<file path="config.mk">
export PLATFORM = sky130hd
export DESIGN_NAME = queue_ctrl
export DESIGN_NICKNAME = d
export VERILOG_FILES = /design/src/rtl/queue_pkg.sv /design/src/rtl/queue_ptr.sv /design/src/rtl/queue_ctrl.sv
export SDC_FILE = /design/constraint.sdc
export NUM_CORES = 1
export LEC_CHECK = 0
export ABC_AREA = 1
export CAP_MARGIN = 20
export CORE_UTILIZATION = 42
export CTS_BUF_LIST = sky130_fd_sc_hd__clkbuf_16
export DETAILED_ROUTE_END_ITERATION = 8
export GPL_ROUTABILITY_DRIVEN = 0
export HOLD_SLACK_MARGIN = 0.1
export PLACE_DENSITY_LB_ADDON = 0.3
export SYNTH_ARGS = -nofsm -noshare
export SYNTH_HDL_FRONTEND = slang
export SYNTH_SLANG_ARGS = --single-unit
</file>
<file path="constraint.sdc">
create_clock -name clk -period 2.1 [get_ports clk]
set_clock_uncertainty 0.2 [all_clocks]
set_input_delay 0.63 -clock clk [delete_from_list [all_inputs] [get_ports clk]]
set_output_delay 0.63 -clock clk [all_outputs]
set_load 0.02 [all_outputs]
</file>
<file path="src/rtl/queue_pkg.sv">
// Shared helpers for the queue controller: pointer/count widths, one-hot row
// decode and the arbiter grant encoding.
package queue_pkg;

  // Widest row-select bus the one-hot helper can produce; callers cast down.
  localparam int ONEHOT_MAX = 64;

  typedef enum logic [1:0] {
    GNT_NONE = 2'd0,
    GNT_PUSH = 2'd1,
    GNT_POP  = 2'd2
  } grant_e;

  function automatic int ptr_w(input int depth);
    return (depth > 1) ? $clog2(depth) : 1;
  endfunction

  function automatic int cnt_w(input int depth);
    return $clog2(depth + 1);
  endfunction

  function automatic logic [ONEHOT_MAX-1:0] onehot(input int unsigned index);
    logic [ONEHOT_MAX-1:0] vec;
    vec = '0;
    if (index < ONEHOT_MAX) vec[index] = 1'b1;
    return vec;
  endfunction

endpackage

</file>
<file path="src/rtl/queue_ptr.sv">
// Wrap-around pointer register for a queue of DEPTH words; the wrap is an
// explicit compare so non-power-of-two depths work.
module queue_ptr
  import queue_pkg::*;
#(
  parameter  int DEPTH = 4,
  localparam int W     = ptr_w(DEPTH)
) (
  input  logic         clk,
  input  logic         rst,
  input  logic         clr,
  input  logic         inc,
  output logic [W-1:0] ptr
);

  logic [W-1:0] ptr_q;
  logic [W-1:0] ptr_d;

  always_comb begin
    ptr_d = ptr_q;
    if (clr) begin
      ptr_d = '0;
    end else if (inc) begin
      ptr_d = (ptr_q == W'(DEPTH - 1)) ? '0 : ptr_q + W'(1);
    end
  end

  always_ff @(posedge clk or posedge rst) begin
    if (rst) ptr_q <= '0;
    else     ptr_q <= ptr_d;
  end

  assign ptr = ptr_q;

endmodule

</file>
<file path="src/rtl/queue_ctrl.sv">
// Queue sequencer/arbiter: owns pointers, occupancy and error flags, and grants
// at most one push or pop per cycle onto the shared RowSelect bus.
module queue_ctrl
  import queue_pkg::*;
#(
  parameter  int Column     = 4,
  parameter  int bitPerWord = 8,
  localparam int PTR_W      = ptr_w(Column),
  localparam int CNT_W      = cnt_w(Column)
) (
  input  logic              clk,
  input  logic              rst,
  input  logic              push,
  input  logic              pop,
  input  logic              clear,
  output logic              push_ack,
  output logic              pop_ack,
  output logic [Column-1:0] RowSelect,
  output logic              WriteEn,
  output logic              full,
  output logic              empty,
  output logic [CNT_W-1:0]  count,
  output logic              overflow,
  output logic              underflow
);

  // Only elaborates for an illegal parameter set, leaving an obvious marker.
  if (Column < 2 || Column > ONEHOT_MAX || bitPerWord < 1) begin : g_bad_params
    logic bad_params;
    assign bad_params = 1'b1;
  end

  logic [PTR_W-1:0] wr_ptr;
  logic [PTR_W-1:0] rd_ptr;
  logic [CNT_W-1:0] count_q, count_d;
  logic             last_push_q, last_push_d;
  logic             overflow_q, overflow_d;
  logic             underflow_q, underflow_d;
  logic             push_req, pop_req;
  grant_e           grant;

  assign full     = (count_q == CNT_W'(Column));
  assign empty    = (count_q == '0);
  assign push_req = push & ~full;
  assign pop_req  = pop & ~empty;

  // Gating on rst keeps the memory from seeing a write while reset is held.
  always_comb begin
    grant = GNT_NONE;
    if (!clear && !rst) begin
      if (push_req && pop_req) grant = last_push_q ? GNT_POP : GNT_PUSH;
      else if (push_req)       grant = GNT_PUSH;
      else if (pop_req)        grant = GNT_POP;
    end
  end

  always_comb begin
    count_d     = count_q;
    last_push_d = last_push_q;
    overflow_d  = overflow_q | (push & full);
    underflow_d = underflow_q | (pop & empty);
    if (clear) begin
      count_d     = '0;
      last_push_d = 1'b0;
      overflow_d  = 1'b0;
      underflow_d = 1'b0;
    end else begin
      if (push_req && pop_req) last_push_d = (grant == GNT_PUSH);
      unique case (grant)
        GNT_PUSH: count_d = count_q + CNT_W'(1);
        GNT_POP:  count_d = count_q - CNT_W'(1);
        default:  count_d = count_q;
      endcase
    end
  end

  always_ff @(posedge clk or posedge rst) begin
    if (rst) begin
      count_q     <= '0;
      last_push_q <= 1'b0;
      overflow_q  <= 1'b0;
      underflow_q <= 1'b0;
    end else begin
      count_q     <= count_d;
      last_push_q <= last_push_d;
      overflow_q  <= overflow_d;
      underflow_q <= underflow_d;
    end
  end

  queue_ptr #(.DEPTH(Column)) u_wr_ptr (
    .clk (clk),
    .rst (rst),
    .clr (clear),
    .inc (grant == GNT_PUSH),
    .ptr (wr_ptr)
  );

  queue_ptr #(.DEPTH(Column)) u_rd_ptr (
    .clk (clk),
    .rst (rst),
    .clr (clear),
    .inc (grant == GNT_POP),
    .ptr (rd_ptr)
  );

  // Head row is selected whenever not writing, so DataOut always shows it.
  assign RowSelect = (grant == GNT_PUSH) ? Column'(onehot(int'(wr_ptr)))
                                         : Column'(onehot(int'(rd_ptr)));
  assign push_ack  = (grant == GNT_PUSH);
  assign WriteEn   = (grant == GNT_PUSH);
  assign pop_ack   = (grant == GNT_POP);
  assign count     = count_q;
  assign overflow  = overflow_q;
  assign underflow = underflow_q;

endmodule

</file>
## After elaboration in Yosys (flattened, before gate mapping)

Cells that the tools add are included.

- Latch bits: 0
- Logic and storage cells: 60
- ROM bits: 0
- Flip-flop bits (word level): 10
- Memories: 0
- Output and inout bits: 14
- Input port bits: 5
- RAM bits: 0

- Div/mod/pow operators: 0
- Order comparisons: 4
- Bitwise operators: 8
- Add/subtract/negate cells: 4
- Multipliers: 0
- Shift operators: 0
- Muxes and demuxes: 22
- Reduce and logical (&&, ||, !) cells: 11
- Eq/ne operators: 5

Operators with widths:

| operator | count |
|---|---|
| two-way mux 2 bit | 11 |
| < comparator 2 x 7 -> 1 bit, second input constant | 2 |
| equality test 2 bit, second input constant | 3 |
| two-way mux 1 bit | 6 |
| one-hot mux 3 bit (2 select lines) | 1 |
| nonzero test 2 bit | 3 |
| adder 2 x 1 -> 2 bit, second input constant | 2 |
| bitwise AND 1 bit | 4 |
| demux 1 bit (select 2 bit) | 2 |
| >= comparator 2 x 1 -> 1 bit, second input constant | 2 |
| logical AND 1 bit | 4 |
| two-way mux 4 bit | 1 |
| adder 3 x 1 -> 3 bit, second input constant | 1 |
| equality test 3 bit, second input constant | 1 |
| logical NOT 3 bit | 1 |
| two-way mux 3 bit | 1 |
| nonzero test 3 bit | 1 |
| subtractor 3 x 1 -> 3 bit, second input constant | 1 |
| equality test 2 x 1 -> 1 bit, second input constant | 1 |
| logical NOT 1 bit | 2 |
| NOT 1 bit | 2 |
| OR 1 bit | 2 |

## Longest topological paths before layout

Gate-level depths: netlist of the first run.

- Depth after elaboration: 10
- Gate-level depth with buffers: 11
- Depth with buffers taken out: 11

## Modules after synthesis

Synthesis of the first run repeated with hierarchy kept, for this count alone.

- Cell total of the unflattened synthesis: 91
- Area, all modules: 693.2 um^2

Modules (own cells, without submodules):

| module | area an instance (um^2) | sequential area each (um^2) | cells each | times used |
|---|---|---|---|---|
| queue_ctrl | 485.5 | 150.1 | 65 | 1 |
| queue_ptr | 103.8 | 50.0 | 13 | 2 |

## Least setup slack after synthesis of the first run

No wires, ideal clock.

- Kind: input-to-output
- From: in rst
- To: out RowSelect[0]
- Buffers on the path: 0
- Data arrival time: 1.635 ns
- Required time: 1.270 ns
- Cell stages on the path: 7
- Setup slack: -0.365 ns
- Cells stage by stage: inv_1 nand2_2 nor2_4 nand2_4 inv_2 nand2_1 nand2_1

- Longest elaborated chain between the ends: 5

Ends and longest elaborated chain:

| element | RTL line | text |
|---|---|---|
| start, declared | queue_ctrl.sv:12 | `input logic rst,` |
| logical NOT 1 bit (no source line) | -- |  |
| logical AND 1 bit | queue_ctrl.sv:50 | `if (!clear && !rst) begin` |
| two-way mux 2 bit | queue_ctrl.sv:50 |  |
| equality test 2 x 1 -> 1 bit | -- |  |
| named net WriteEn | queue_ctrl.sv:19 | `output logic WriteEn,` |
| two-way mux 4 bit | queue_ctrl.sv:108 | `assign RowSelect = (grant == GNT_PUSH) ? Column'(onehot(int'(wr_ptr)))` |
| end, declared | queue_ctrl.sv:18 | `output logic [Column-1:0] RowSelect,` |

The timed path passes the listed nets, and every way through them passes these cells.

## Worst setup path in the final report of the first run

- From: in rst
- To: out RowSelect[1]

- Longest elaborated chain between the ends: 5

Ends and longest elaborated chain:

| element | RTL line |
|---|---|
| logical NOT 1 bit (no source line) | -- |
| logical AND 1 bit | queue_ctrl.sv:50 |
| two-way mux 2 bit | queue_ctrl.sv:50 |
| equality test 2 x 1 -> 1 bit | queue_ctrl.sv:108 |
| two-way mux 4 bit | queue_ctrl.sv:108 |

No other way between the ends.

==> out/results.ini, run 1 <==
[sta]
rsz0062_at_grt=yes
finalHoldViolCount=0
setup_viol=7
timing.final.crit_share_pct=108
timing.setup.tns_ns=-0.992
setup_slack_ns=-0.165
final_max_slew_viol_count=0
max-slew-margin-rel_pct=85.8
period_needed_ns=2.27
clock.fmax_mhz=441
worst_slew_pin_slew_ns=0.212

[power]
p_leak_nw=0.681
swShare_pct=28.4
ir_worst_vdd_v=0.000723
clock_power_share_pct=42.9
power_density_mw_per_mm2=647
p_sw_mw=0.224
comb_power_share_pct=29.2
p_int_mw=0.567
seqPwrFrac_pct=27.9

[global_route]
grt_max_degree=11
use_met3_pct=3.75
grt_usage_pct=23.5
met1_usage_pct=26.2
met2_usage_pct=44.2
grt_busiest_layer=met2
antenna_found_initial=0
grt_overflow=0
grt_pass1_wl_um=3240
grt_pass1_vias=753

[worst_setup_path]
cp_max_fo=7
critPathRequiredTime_ns=1.27
crit_type=primary input to output pin
crit_arrival_ns=1.44
setup.worst_path.start_class=primary input
end_kind=output pin

[clock_network]
clk-insertion-delay-late_ns=0.24
clock-sinks=10
htreeDepth=1
cts_root_buf=clkbuf_16
clk_path_buf_depth=2
clk_pin_slew_ns=0.04
cts_made_buffers=3
ctsHoldBuffers=0
tritoncts=built

[routing]
drc=2
antenna_left=0
vias=745
wirelength_um=1980
dr.pass1.iters=6
vias_per_cell=4.81
drt_iter0_drc=10
wl_per_cell_um=12.7

[place]
post-dp-hpwl_um=1390
dp_cells=145
port_buffers=18
placed_area_sq_mm=0.00111

[yosys]
seq_area_frac_synth_pct=34.5
async_flop_share_pct=100
synth_edf_count=0
ys_dominant_reg_cell=dfrtp_1
ys_types=18
syn_area_sq_um=724
synthCells=93
ys_ff_latch=10
yosys_warnings=0
avgSynthCellArea_sq_um=7.79
syn-num-nets=107

[cells_and_area]
drive_gt1_share_pct=50.4
diodes=0
multi_input_area_sq_um=464
seq_area_sq_um=250
area_growth_pct=68.9
design_area_sq_mm=0.00122
final_cell_count_no_fill=155
fin_nets=154
fillers=109

[die]
std_cell_rows=14
die_y_um=43.5
die_w_um=43.5
io_pins=19
dieArea_sq_mm=0.00189
core_area_sq_mm=0.00156
initial_utilization_pct=46.5

[run]
maxCapViolCount=0

[outcome]
status=finished, violations left
violations=design-rule violations, negative setup slack

[worst_hold_path]
hp-class=primary input to asynchronous set/reset pin

==> cell type report <==
type,instances,area share [%]
Tap cell,16,1.64
Multi-Input combinational cell,65,37.9
Sequential cell,10,20.4
Clock buffer,3,6.13
Inverter,17,6.13
Timing Repair Buffer,43,27.4
Clock inverter,1,0.307
==> stage by stage <==
stage	hold slack [ns]	worst slack [ns]	power (mW)	utilization (%)
floorplan	0.236	-0.126	0.339	-
global placement	0.302	-0.985	0.432	71.2
detailed placement	0.305	-1.03	0.441	71.2
CTS	0.231	-0.177	0.789	76.6
global route	0.246	-0.208	0.824	78.5
finish	0.228	-0.165	0.791	78.5
==> cells in the mapped netlist (2+ instances only) <==
| master | n | area, sq um |
|---|---|---|
| a21oi_1 | 3 | 15.0 |
| dfrtp_1 | 10 | 250 |
| ha_1 | 8 | 100 |
| inv_1 | 15 | 56.3 |
| inv_2 | 2 | 7.51 |
| nand2_1 | 29 | 109 |
| nand2_2 | 6 | 37.5 |
| nand3_1 | 4 | 20.0 |
| nor2_2 | 2 | 12.5 |
| nor2_4 | 2 | 22.5 |
| o21ai_0 | 5 | 25.0 |
==> per-layer routing <==
layer  part of all wire [%]  wire length, um
met4                    1.2               24
met5                      0                0
met3                    2.8               55
met2                     56             1110
met1                     40              787
==> cells in the final DEF, fill, tap and decap left out, types with 2 or more instances in the layout <==
cell and n:
buf_2 6, dfrtp_1 10, a21oi_1 2, ha_1 8, clkdlybuf4s50_1 2, nand2_4 4, inv_2 3, dlygate4sd2_1 3
nand2_2 9, nor2_4 4, buf_4 27, nand3_2 2, inv_1 11, nand3_1 3, buf_6 4, nand2_1 23
o21ai_0 5, clkbuf_16 3
==> cell families after synthesis <==
family                   count (synthesis)  synth area share, %
AO/OA/AOI/OAI                           10                 7.77
adder cells (fa/ha/maj)                  9                 16.6
buffers and inverters                   18                 9.84
flip-flops                              10                 34.5
AND/OR/NAND/NOR                         46                 31.3
==> registers in the layout, summed over array words and instances, names as in the netlist <==
name,flops
overflow,1
count,3
underflow,1
u_rd_ptr.ptr,2
u_wr_ptr.ptr,2
last_push_q,1
==> repair_timing <==
action,in CTS,in global routing
endpoints found under the setup margin,14,11
setup buffers,3,3
gates resized for setup,69,3
pin swaps,9,9
==> power by group through the flow <==
stage / Sequential (mW) / Combinational (mW) / Clock, mW
2_1_floorplan: 0.226 / 0.114 / 0
3_3_place_gp: 0.221 / 0.211 / 0
3_5_place_dp: 0.223 / 0.218 / 0
4_1_cts: 0.220 / 0.226 / 0.343
5_1_grt: 0.223 / 0.248 / 0.353
6_report: 0.221 / 0.231 / 0.339
==> worst paths after layout <==
| kind | cells past startpoint | slack (ns) | startpoint | end |
|---|---|---|---|---|
| setup / recovery | 9 | -0.17 | rst | RowSelect[1] |
| hold / removal | 3 | 0.23 | rst | count[1] |
| setup reg to reg | 13 | 0.05 | count[1] | count[2] |
| hold reg to reg | 2 | 0.31 | overflow | overflow |
| max in group asynchronous | 3 | 1.33 | rst | overflow |
| min in group clk | 2 | 0.31 | overflow | overflow |
==> worst max-delay path: stages <==
cell,delay (ns)
buf_2,0.11
clkinvlp_4,0.08
nand2_4,0.05
nor2_4,0.12
nand2_4,0.12
inv_6,0.11
nand2_2,0.05
nand2_2,0.06
buf_6,0.11
Note: power is estimated with default switching activity, not from simulation.
==> inputs of run 2 (changes only) <==
--- a/config.mk
+++ b/config.mk
@@ -10,7 +10,7 @@
 export CORE_UTILIZATION = 42
 export CTS_BUF_LIST = sky130_fd_sc_hd__clkbuf_16
 export DETAILED_ROUTE_END_ITERATION = 8
-export GPL_ROUTABILITY_DRIVEN = 0
+export GPL_ROUTABILITY_DRIVEN = 1
 export HOLD_SLACK_MARGIN = 0.1
 export PLACE_DENSITY_LB_ADDON = 0.3
 export SYNTH_ARGS = -nofsm -noshare
==> results of run 2 <==
Final layout, timing and power as in run 1 (identical DEF).
==> RTL change 1: new RTL, flow settings as in run 1 <==
Set the package constant `ONEHOT_MAX` to 32 (it was 64).
--- a/src/rtl/queue_pkg.sv
+++ b/src/rtl/queue_pkg.sv
@@ -5,3 +5,3 @@
   // Widest row-select bus the one-hot helper can produce; callers cast down.
-  localparam int ONEHOT_MAX = 64;
+  localparam int ONEHOT_MAX = 32;
 
Function: kept (Yosys induction, for registers that start in step).
==> RTL change 1 against run 1 <==
- power down 17%
- setup slack lost 0.0073 ns
- die area decreased by 0.16%
- largest power group unchanged
- synthesized area is 0.17% lower
- the run ends with negative setup slack left
- via count fell by 2.4%
- sequential cell count stayed put
- highest routed layer unchanged
- sequential share of layout area grew 0.10 points
- synthesized cell count did not move
- routed wire length fell by 4.5%
- first-iteration DRC count is 10% higher
- design area decreased by 0.51%
==> RTL change 1: results <==
set metrics [dict create \
    status "finished, violations left" \
    violations "negative setup slack" \
    grt_pass1_vias 698 \
    grt_pass1_wl_um 3000 \
    ys_top_cells_by_area "dfrtp_1, nand2_1, ha_1" \
    synth_seq_area_share 0.346 \
    synth_cell_types 18 \
    final_cells 151 \
    dp_cells 144 \
    groute.usage.overall 0.219 \
    cp_top_family "simple AND/OR/NAND/NOR gates" \
    place_hpwl_um 1320 \
    place_ws_ns -0.975 \
    first_pass_iters 4 \
    wirelength_um 1890 \
    peakVddDrop_v 0.000573 \
    netlist_top_cells_count "nand2_1, inv_1, dfrtp_1, ha_1" \
    power_density_mw_per_mm2 542 \
    n_fill_cell 115 \
    setup-tns-final_ns -0.932 \
    min_path_type "in2async" \
    cts_made_buffers 3 \
    dr_total_vias 727 \
    place_area_sq_mm 0.00110 \
    async_flop_share 1.00 \
    drtIter0Drc 11 \
    cellLeakagePower_nw 0.661 \
    relSlewSlack 0.844 \
    setup_viol 7 \
    worst_slack_ns -0.173 \
    clock_latency_ns 0.23 \
    synth.avg_cell_area_sq_um 7.78 \
    h-tree-depth 1 \
    layout-drive-gt1-share 0.496 \
    largest_register_ffs 3 \
]
RTL change 1: changes by cell type after synthesis:
cell,before,now
nor2_1,1,3
a21oi_1,3,2
a22oi_1,1,0
inv_1,15,14
inv_2,2,1
inv_4,0,1
o21ai_0,5,6
RTL change 1: worst paths after layout:
path,to,cells past startpoint,startpoint,slack (ns)
hold / removal,underflow,4,rst,0.31
min in group clk,overflow,2,overflow,0.31
max in group asynchronous,count[0],4,rst,1.24
setup / recovery,RowSelect[3],9,rst,-0.17
hold reg to reg,overflow,2,overflow,0.31
setup reg to reg,count[2],13,count[0],0.11
RTL change 1: cell type report:
class,count,area share
sequential,10,0.206
tap,16,0.0164
timing repair buffer,40,0.263
clock buffer,3,0.0617
multi-input combinational,66,0.393
inverter,16,0.0606
RTL change 1: cells by family (layout without fill, tap and decap cells):
family                   after synthesis  count (layout)  synth area share
buffers and inverters                 17              59            0.0969
AND/OR/NAND/NOR                       48              48             0.324
adder cells (fa/ha/maj)                9               9             0.166
flip-flops                            10              10             0.346
AO/OA/AOI/OAI                          9               9            0.0675
RTL change 1: metal layers:
layer	GRT usage	up-vias	wire, um
met5	0	-	0
met3	0.0375	2	58
met2	0.412	16	1030
li1	-	369	-
met4	0.0750	0	13
met1	0.248	340	782
RTL change 1: worst min-delay path, delay by kind of cell:
family	cells	cell delay (ns)
buf+inv	4	0.46
RTL change 1: repair_timing:
item / in CTS / in global routing
endpoints found under the hold margin: 0 / 0
pin swaps: 7 / 3
setup buffers: 3 / 1
setup endpoints to repair: 14 / 9
resized for setup: 68 / 9
hold buffers: 0 / 0
RTL change 1: power by group:
part           internal [mW]  switching (mW)
clock network          0.246          0.0824
logic                 0.0555          0.0699
registers              0.201         0.00550
==> RTL change 2: new RTL, config.mk and constraints of run 1 <==
Made on the original files. Reset style: synchronous (`rst`), changed in 2 clocked blocks.
--- a/src/rtl/queue_ptr.sv
+++ b/src/rtl/queue_ptr.sv
@@ -27,3 +27,3 @@
 
-  always_ff @(posedge clk or posedge rst) begin
+  always_ff @(posedge clk) begin
     if (rst) ptr_q <= '0;
--- a/src/rtl/queue_ctrl.sv
+++ b/src/rtl/queue_ctrl.sv
@@ -76,3 +76,3 @@
 
-  always_ff @(posedge clk or posedge rst) begin
+  always_ff @(posedge clk) begin
     if (rst) begin
Check against the original RTL: differs if rst is asserted again (counterexample within 4 cycles, from zero or initial values and one cycle with rst high); with rst held inactive, the same outputs for 10 cycles.
==> RTL change 2 against run 1 <==
- the flow finishes with violations (negative setup slack)
- worst hold slack better by 0.049 ns
- setup slack got worse by 0.32 ns
- routed wire length increased by 1.0%
- synthesized area is 5.5% lower
- design area up 1.6%
- synthesized cell count is 5.4% lower
- sequential cell count is the same
- critical path type unchanged
- critical endpoint is now RowSelect[3]
- largest cell class unchanged
Power is not compared: it rests on default switching activity, and its combinational part moved more than twofold at a synthesized area within 25%.
==> RTL change 2: results <==
set metrics [dict create \
    groute.usage.overall 0.213 \
    grtUsageMet1 0.250 \
    rrSetupSlack_ns -0.17 \
    setup_viol 10 \
    power_mw 0.631 \
    wirelength_um 2000 \
    status "finished, violations left" \
    violations "negative setup slack" \
    syn-num-nets 105 \
    n_fill_cell 94 \
    place_area_sq_mm 0.00107 \
    netlist_top_cells_count "inv_1, nand2_1, ha_1, dfxtp_1, a21oi_1" \
    wl_met3_um 73 \
    arrival_ns 1.76 \
    drtIter0Drc 14 \
    reg2reg_from "count[1]" \
    async_flop_share 0 \
    wl_per_cell_um 13.5 \
    wl_met1_um 808 \
    max_stage_delay_ns 0.19 \
    min_path_type "reg2reg" \
    reg2reg_to "count[2]" \
    cts_resized 74 \
    use_met3 0.0388 \
    met2_usage 0.372 \
    place_hpwl_um 1180 \
    synth_cell_types 19 \
    place_ws_ns -1.28 \
    fin_area_sq_mm 0.00124 \
    synthAdderAreaFrac 0.219 \
    worst_slack_ns -0.486 \
]
## RTL change 2: cell types whose count changed after synthesis, sizes merged, moves of 2 or more
cell,before,now
xor2,0,2
a211oi,0,2
nand3,5,2
dfxtp,0,10
ha,8,12
nor2,5,10
o21ai,5,2
a21oi,4,11
dfrtp,10,0
nand2,36,16
## RTL change 2: final cells by class
cell class | instances | area share
tap | 16 | 0.0161
multi-input combinational | 60 | 0.402
sequential | 10 | 0.166
clock buffer | 3 | 0.0604
inverter | 17 | 0.0573
clock inverter | 1 | 0.00302
timing repair buffer | 41 | 0.295
## RTL change 2: worst max path at each step
stage,from,end,slack (ns),cells past startpoint
floorplan,clear,RowSelect[3],-0.30,8
global placement,pop,RowSelect[3],-1.23,9
detailed placement,pop,RowSelect[3],-1.28,9
CTS,rst,RowSelect[3],-0.42,10
global route,count[0],RowSelect[3],-0.54,10
finish,clear,RowSelect[3],-0.49,10
